<file path="src/rtl/pulse_sequencer.sv">
// pulse_sequencer: frame divider, volume envelope and length counter for the
// pulse channel. Register values come from the serial register decoder.
// A toggle on reg_change means "register 4003 was written": it reloads the
// length counter from the length table and restarts the envelope.
module pulse_sequencer #(
  parameter int unsigned FRAME_DIV = 3728
) (
  input  logic       clk,
  input  logic       rst_n,
  input  logic [7:0] reg_4000,
  input  logic [7:0] reg_4003,
  input  logic       reg_change,
  input  logic       enable,
  output logic       quarter_frame,
  output logic       half_frame,
  output logic [7:0] length_count,
  output logic [3:0] volume
);

  // Last value of the frame divider before it wraps.
  localparam logic [15:0] DIV_LAST = 16'(FRAME_DIV - 1);

  // Length table, indexed by reg_4003[7:3].
  function automatic logic [7:0] length_lookup(input logic [4:0] idx);
    logic [7:0] len;
    len = 8'd0;
    case (idx)
      5'd0:  len = 8'd10;
      5'd1:  len = 8'd254;
      5'd2:  len = 8'd20;
      5'd3:  len = 8'd2;
      5'd4:  len = 8'd40;
      5'd5:  len = 8'd4;
      5'd6:  len = 8'd80;
      5'd7:  len = 8'd6;
      5'd8:  len = 8'd160;
      5'd9:  len = 8'd8;
      5'd10: len = 8'd60;
      5'd11: len = 8'd10;
      5'd12: len = 8'd14;
      5'd13: len = 8'd12;
      5'd14: len = 8'd26;
      5'd15: len = 8'd14;
      5'd16: len = 8'd12;
      5'd17: len = 8'd16;
      5'd18: len = 8'd24;
      5'd19: len = 8'd18;
      5'd20: len = 8'd48;
      5'd21: len = 8'd20;
      5'd22: len = 8'd96;
      5'd23: len = 8'd22;
      5'd24: len = 8'd192;
      5'd25: len = 8'd24;
      5'd26: len = 8'd72;
      5'd27: len = 8'd26;
      5'd28: len = 8'd16;
      5'd29: len = 8'd28;
      5'd30: len = 8'd32;
      5'd31: len = 8'd30;
    endcase
    return len;
  endfunction

  // Register field aliases.
  logic       loop_flag;
  logic       const_vol;
  logic [3:0] env_period;
  logic [4:0] length_idx;

  assign loop_flag  = reg_4000[5];
  assign const_vol  = reg_4000[4];
  assign env_period = reg_4000[3:0];
  assign length_idx = reg_4003[7:3];

  // Register bits that this block does not use.
  logic unused_reg_bits;
  assign unused_reg_bits = ^{reg_4000[7:6], reg_4003[2:0]};

  // State flops.
  logic [15:0] div_q, div_d;
  logic [1:0]  step_q, step_d;
  logic        s1_q, s1_d;
  logic        s2_q, s2_d;
  logic        s3_q, s3_d;
  logic        start_q, start_d;
  logic [3:0]  decay_q, decay_d;
  logic [3:0]  ediv_q, ediv_d;
  logic [7:0]  length_q, length_d;

  // Combinational events derived from state.
  logic quarter_tick;
  logic half_tick;
  logic load;

  // Frame divider: count 0..FRAME_DIV-1 and advance the 4-step sequence on wrap.
  always_comb begin
    quarter_tick = (div_q == DIV_LAST);
    half_tick    = quarter_tick && step_q[0];
    div_d        = quarter_tick ? 16'd0 : div_q + 16'd1;
    step_d       = quarter_tick ? step_q + 2'd1 : step_q;
  end

  // Toggle detect: s1 absorbs metastability, s2^s3 marks one cycle per write.
  always_comb begin
    s1_d = reg_change;
    s2_d = s1_q;
    s3_d = s2_q;
    load = s2_q ^ s3_q;
  end

  // Envelope: restart, divide by (period+1), decay 15..0 with optional loop.
  // A restart requested on a quarter-frame cycle waits for the next one.
  always_comb begin
    start_d = start_q;
    decay_d = decay_q;
    ediv_d  = ediv_q;
    if (quarter_tick) begin
      if (start_q) begin
        start_d = 1'b0;
        decay_d = 4'hF;
        ediv_d  = env_period;
      end else if (ediv_q == 4'd0) begin
        ediv_d = env_period;
        if (decay_q != 4'd0) begin
          decay_d = decay_q - 4'd1;
        end else if (loop_flag) begin
          decay_d = 4'hF;
        end
      end else begin
        ediv_d = ediv_q - 4'd1;
      end
    end
    if (load) begin
      start_d = 1'b1;
    end
  end

  // Length counter: disable clears, load beats a same-cycle decrement, halt freezes.
  always_comb begin
    length_d = length_q;
    if (!enable) begin
      length_d = 8'd0;
    end else if (load) begin
      length_d = length_lookup(length_idx);
    end else if (half_tick && (length_q != 8'd0) && !loop_flag) begin
      length_d = length_q - 8'd1;
    end
  end

  // State update with asynchronous active-low reset.
  always_ff @(posedge clk or negedge rst_n) begin
    if (!rst_n) begin
      div_q    <= 16'd0;
      step_q   <= 2'd0;
      s1_q     <= 1'b0;
      s2_q     <= 1'b0;
      s3_q     <= 1'b0;
      start_q  <= 1'b0;
      decay_q  <= 4'd0;
      ediv_q   <= 4'd0;
      length_q <= 8'd0;
    end else begin
      div_q    <= div_d;
      step_q   <= step_d;
      s1_q     <= s1_d;
      s2_q     <= s2_d;
      s3_q     <= s3_d;
      start_q  <= start_d;
      decay_q  <= decay_d;
      ediv_q   <= ediv_d;
      length_q <= length_d;
    end
  end

  // Outputs: ticks and gated volume straight from registered state, no extra stage.
  always_comb begin
    quarter_frame = quarter_tick;
    half_frame    = half_tick;
    length_count  = length_q;
    volume        = 4'd0;
    if (enable && (length_q != 8'd0)) begin
      volume = const_vol ? env_period : decay_q;
    end
  end

endmodule
</file>
<file path="config.mk">
export PLATFORM = sky130hd
export DESIGN_NAME = pulse_sequencer
export DESIGN_NICKNAME = d
export VERILOG_FILES = /design/src/rtl/pulse_sequencer.sv
export SDC_FILE = /design/constraint.sdc
export NUM_CORES = 1
export LEC_CHECK = 0
export ABC_AREA = 1
export CORE_MARGIN = 2
export CORE_UTILIZATION = 45
export DETAILED_ROUTE_END_ITERATION = 8
export PLACE_DENSITY = 0.67
export SLEW_MARGIN = 20
export SYNTH_ARGS = -nofsm -noshare
export SYNTH_HDL_FRONTEND = slang
export SYNTH_SLANG_ARGS = --single-unit
</file>
<file path="constraint.sdc">
create_clock -name clk -period 3.2 [get_ports clk]
set_clock_uncertainty 0.15 [all_clocks]
set_input_delay 0.48 -clock clk [delete_from_list [all_inputs] [get_ports clk]]
set_output_delay 0.48 -clock clk [all_outputs]
set_load 0.01 [all_outputs]
</file>
### Word level (Yosys, flattened, before mapping)

Memories as Yosys holds them, arrays and structs flattened.
Cells that the tools add are included.
Widths: inputs -> output; s select.

* flip-flop bits (word level): 38
* bits in latches: 0
* memory bits (writable): 0
* bits in read-only memories: 224
* input port bits: 20
* output and inout port bits: 14
* word-level logic and storage cells: 44
* memories kept: 1

Memory list
* (name not given): depth 32, bits a word 7, rd ports 1, clocked after memory_dff 0, write ports 0, RTL line 27 `case (idx)`

* add/subtract/negate cells: 5
* multipliers: 0
* div/mod/pow operators: 0
* order comparisons: 0
* eq/ne operators: 2
* shift operators: 0
* mux-type cells: 14
* bitwise logic cells: 1
* reduce and logical (&&, ||, !) cells: 12

Operators by type and width (number)
* $mux 4: 8
* $mux 8: 3
* $add 16x1->16 const B: 1
* $eq 16x12->1 const B: 1
* $mux 16: 1
* $reduce_bool 8->1: 1
* $sub 4x1->4 const B: 2
* $sub 8x1->8 const B: 1
* $logic_and 1x1->1: 4
* $logic_not 4->1: 1
* $reduce_bool 2->1: 2
* $reduce_bool 4->1: 1
* $ne 3x1->1 const B: 1
* $reduce_and 3->1: 1
* $reduce_bool 3->1: 1
* $add 2x1->2 const B: 1
* $mux 1: 2
* $logic_not 1->1: 1
* $xor 1x1->1: 1

### Logic depth before layout (Yosys ltp)

* depth after elaboration: 7
* mapped depth: 12
* gate-level depth less buffers: 12

### Worst setup path before layout

No wires, ideal clock.

* kind: reg2out
* start point: register div_q[0]
* end point: output port half_frame
* arrival time: 1248 ps
* required time: 2570 ps
* slack: 1322 ps
* stages on the path, launching flop included: 8
* path buffers: 0
* cell sequence: dfrtp_1 > ha_1 > nand2_2 > nor2_8 > nand3_4 > nor2_8 > inv_2 > nor2_1

* word-level cells in the longest chain between the ends: 2

RTL lines
* start, declared: RTL line 80 `logic [15:0] div_q, div_d;`
* start signal, assigned: RTL line 163 `div_q <= div_d;`
* $eq 16x12->1: RTL line 97 `quarter_tick = (div_q == DIV_LAST);`
* $logic_and 1x1->1: RTL line 98 `half_tick = quarter_tick && step_q[0];`
* end, declared: RTL line 15 `output logic half_frame,`

Every way passes these cells.

### Worst setup path after layout

* start point: register length_q[0] (netlist: length_count[0])
* end point: output port volume[2]

* word-level cells in the longest chain between the ends: 3

RTL lines
* start, declared: RTL line 88 `logic [7:0] length_q, length_d;`
* start signal, assigned: RTL line 171 `length_q <= length_d;`
* $reduce_bool 8->1: RTL line 181 `if (enable && (length_q != 8'd0)) begin`
* $logic_and 1x1->1: RTL line 181
* $mux 4: RTL line 181
* end, declared: RTL line 17 `output logic [3:0] volume`

Every way passes these cells.

==> results.toml <==
[grt]
grt_max_degree = 38
grt_pass1_vias = 2184
grt.total_usage = 0.194
grt-ovfl-total = 0
antenna_found_initial = 0
grt_pass1_wl_microns = 9890

[drt]
drtIter0Drc = 120
top_layer = "met4"
num_vias = 2360
routed_via_density = 5.16
wl_met2_microns = 2620
drc = 0
drt-pass1-iter-count = 6
routed-wl-met3_microns = 263
wl_met1_microns = 2780
antenna_left = 0
wl_microns = 5700
routedWlPerCell_microns = 12.5

[yosys]
avgSynthCellArea_sq_um = 7.33
synth-seq-cells = 37
seq_area_frac_synth = 0.359
async_flop_share = 1.00
yosysUniqueCellTypes = 38
synth_largest_area_cell = "dfrtp_1"
synth_area_sq_mm = 0.00258
synth_edf_count = 0
synth_nets = 383
synth_top_area_frac = 0.359
synth_area_leaders = "dfrtp_1 36%, nand2_1 11%, nor2_1 8.0%"
synthFlopType = "dfrtp_1"
ys_warn_count = 0
synthCells = 352

[setup_path]
critical_path.max_fanout = 6
startpoint_type = "flip-flop"
reg2reg_to = "length_count[0]$_DFFE_PN0P_"
crit_type = "flip-flop to output port"
crit_path_end_kind = "output port"
worstReg2RegStart = "div_q[0]$_DFF_PN0_"
crit_required_ns = 2.57
rr_worst_depth = 10
rrSetupSlack_ns = 1.25
arrival_ns = 2.23
path_cells = "inv_1, ha_1, nand3_1, o21ai_0, nor2_1, clkdlybuf4s50_1"
cp_slowest_cell = "o21ai_0"
critical_path.max_stage_delay_ns = 0.50

[worst_hold_path]
min_path_type = "primary input to async pin"

[placed_design]
placed_cell_area_sq_mm = 0.00293
dp_hpwl_microns = 4220
port_buffers = 28
gp_congestion = 0.869

[sta]
final.min_clock_period_ns = 2.86
setup_violations = 0
finalHoldViolCount = 0
slew_headroom = 0.436
fin_tns_setup_ns = 0
rsz0062_at_grt = "false"
fin_crit_sh = 0.895
worst_pin_slew_ns = 0.846
clock.fmax_mhz = 349
slew_violations = 0

[floorplan]
die_area_sq_mm = 0.00636
io_pins = 34
rows = 27
die_h_microns = 79.7
design.core.area_sq_mm = 0.00551
initial_core_util = 0.469
die_w_microns = 79.7

[power_and_ir_drop]
power_per_cell_area_mw_per_mm2 = 374
max-vdd-ir-drop_uv = 343
leakagePower_nw = 1.46

[cells_and_area]
fin_nets = 415
multiInputGateArea_sq_mm = 0.00146
seq_area_sq_um = 926
final_area_sq_mm = 0.00302
insertedDiodeCount = 0
fillers = 544
layout-drive-gt1-share = 0.0935
area_growth_pct = 17.2

[flow_run]
cap_violations = 0

[status]
status = "finished, final reports clean"

[clock_tree]
cts-htree-levels = 2
cts_sinks = 37
hold_buffers = 0
clock_latency_ns = 0.29
cts_buffer_depth = 2
cts_setup_buffers = 0
cts_root_buf = "clkbuf_8"
clk_pin_slew_worst_paths_ns = 0.08
cts_tree = "done"
post_cts_resized = 0
cts_made_buffers = 5
## cell families after synthesis
| kind of cell | count (synthesis) | synth area share |
|---|---|---|
| buf+inv | 49 | 0.0771 |
| xor+xnor | 11 | 0.0446 |
| simple gates | 198 | 0.365 |
| fa+ha+maj | 11 | 0.0533 |
| flops | 37 | 0.359 |
| compound gates | 46 | 0.101 |
## critical path, delay by kind of cell, from the launching register on
| family | cells | cell delay (ns) |
|---|---|---|
| buffers and inverters | 2 | 0.67 |
| AOI/OAI and AO/OA | 1 | 0.50 |
| DFF | 1 | 0.41 |
| adders and majority gates | 1 | 0.19 |
| and+or+nand+nor | 2 | 0.19 |
## Yosys cell counts, types with 4 or more instances
cell / instances
nand2_1: 78
nand2_2: 5
nor3_1: 5
nor2_1: 55
nand4_1: 7
nand3_1: 34
ha_1: 11
dfrtp_1: 37
o21ai_0: 20
xor2_1: 8
o211ai_1: 4
inv_1: 40
inv_2: 4
a21oi_1: 13
## report_power, final
group          switching [W]  internal (W)
sequential         0.0000269      0.000486
combinational       0.000155      0.000116
clock               0.000172      0.000175
total               0.000354      0.000777
## flip-flops by register name, indices dropped and copies added, names as in the netlist
register	flops
start_q	1
s3_q	1
length_count	8
s2_q	1
s1_q	1
step_q	1
ediv_q	4
decay_q	4
div_q	16
## routing by layer
metal | up-vias | global-route usage
met3 | 4 | 0.0396
met5 | - | 0
li1 | 1203 | -
met2 | 60 | 0.316
met1 | 1093 | 0.267
met4 | 0 | 0.0458
## stage by stage
step	hold slack, ns	total power, W	std cells	utilization	setup slack, ns
floorplan	0.0344	0.000681	352	-	1.32
global placement	0.186	0.000788	449	0.532	0.628
detailed placement	0.193	0.000791	449	0.532	0.636
CTS	0.161	0.00115	457	0.549	0.312
global route	0.191	0.00120	457	0.549	0.162
finish	0.133	0.00113	457	0.549	0.336
## layout by cell type, fill, tap and decap left out, types with 4 or more instances in the layout
cell type / instances
nand2_1: 78
clkdlybuf4s50_1: 27
ha_1: 11
nor3_1: 5
xor2_1: 8
clkbuf_8: 6
nand3_1: 34
dfrtp_1: 37
nand4_1: 7
a21oi_1: 13
inv_1: 40
o21ai_0: 20
inv_2: 4
o211ai_1: 4
nor2_1: 55
nand2_2: 5
## final cells by class
type                            count  area share
Multi-Input combinational cell    266       0.482
Sequential cell                    37       0.306
Timing Repair Buffer               30      0.0960
Inverter                           44      0.0546
Tap cell                           72      0.0298
Clock buffer                        6      0.0273
Clock inverter                      2     0.00455
## worst max path at each step
stage                                     start         end  slack, ns  cells after the start
floorplan                    div_q[0]$_DFF_PN0_  half_frame       1.32                      7
global placement                         enable   volume[0]       0.63                      4
detailed placement  length_count[0]$_DFFE_PN0P_   volume[2]       0.64                      6
CTS                 length_count[0]$_DFFE_PN0P_   volume[2]       0.31                      6
global route        length_count[0]$_DFFE_PN0P_   volume[2]       0.16                      6
finish              length_count[0]$_DFFE_PN0P_   volume[2]       0.34                      6
(Power assumes the default switching activity.)
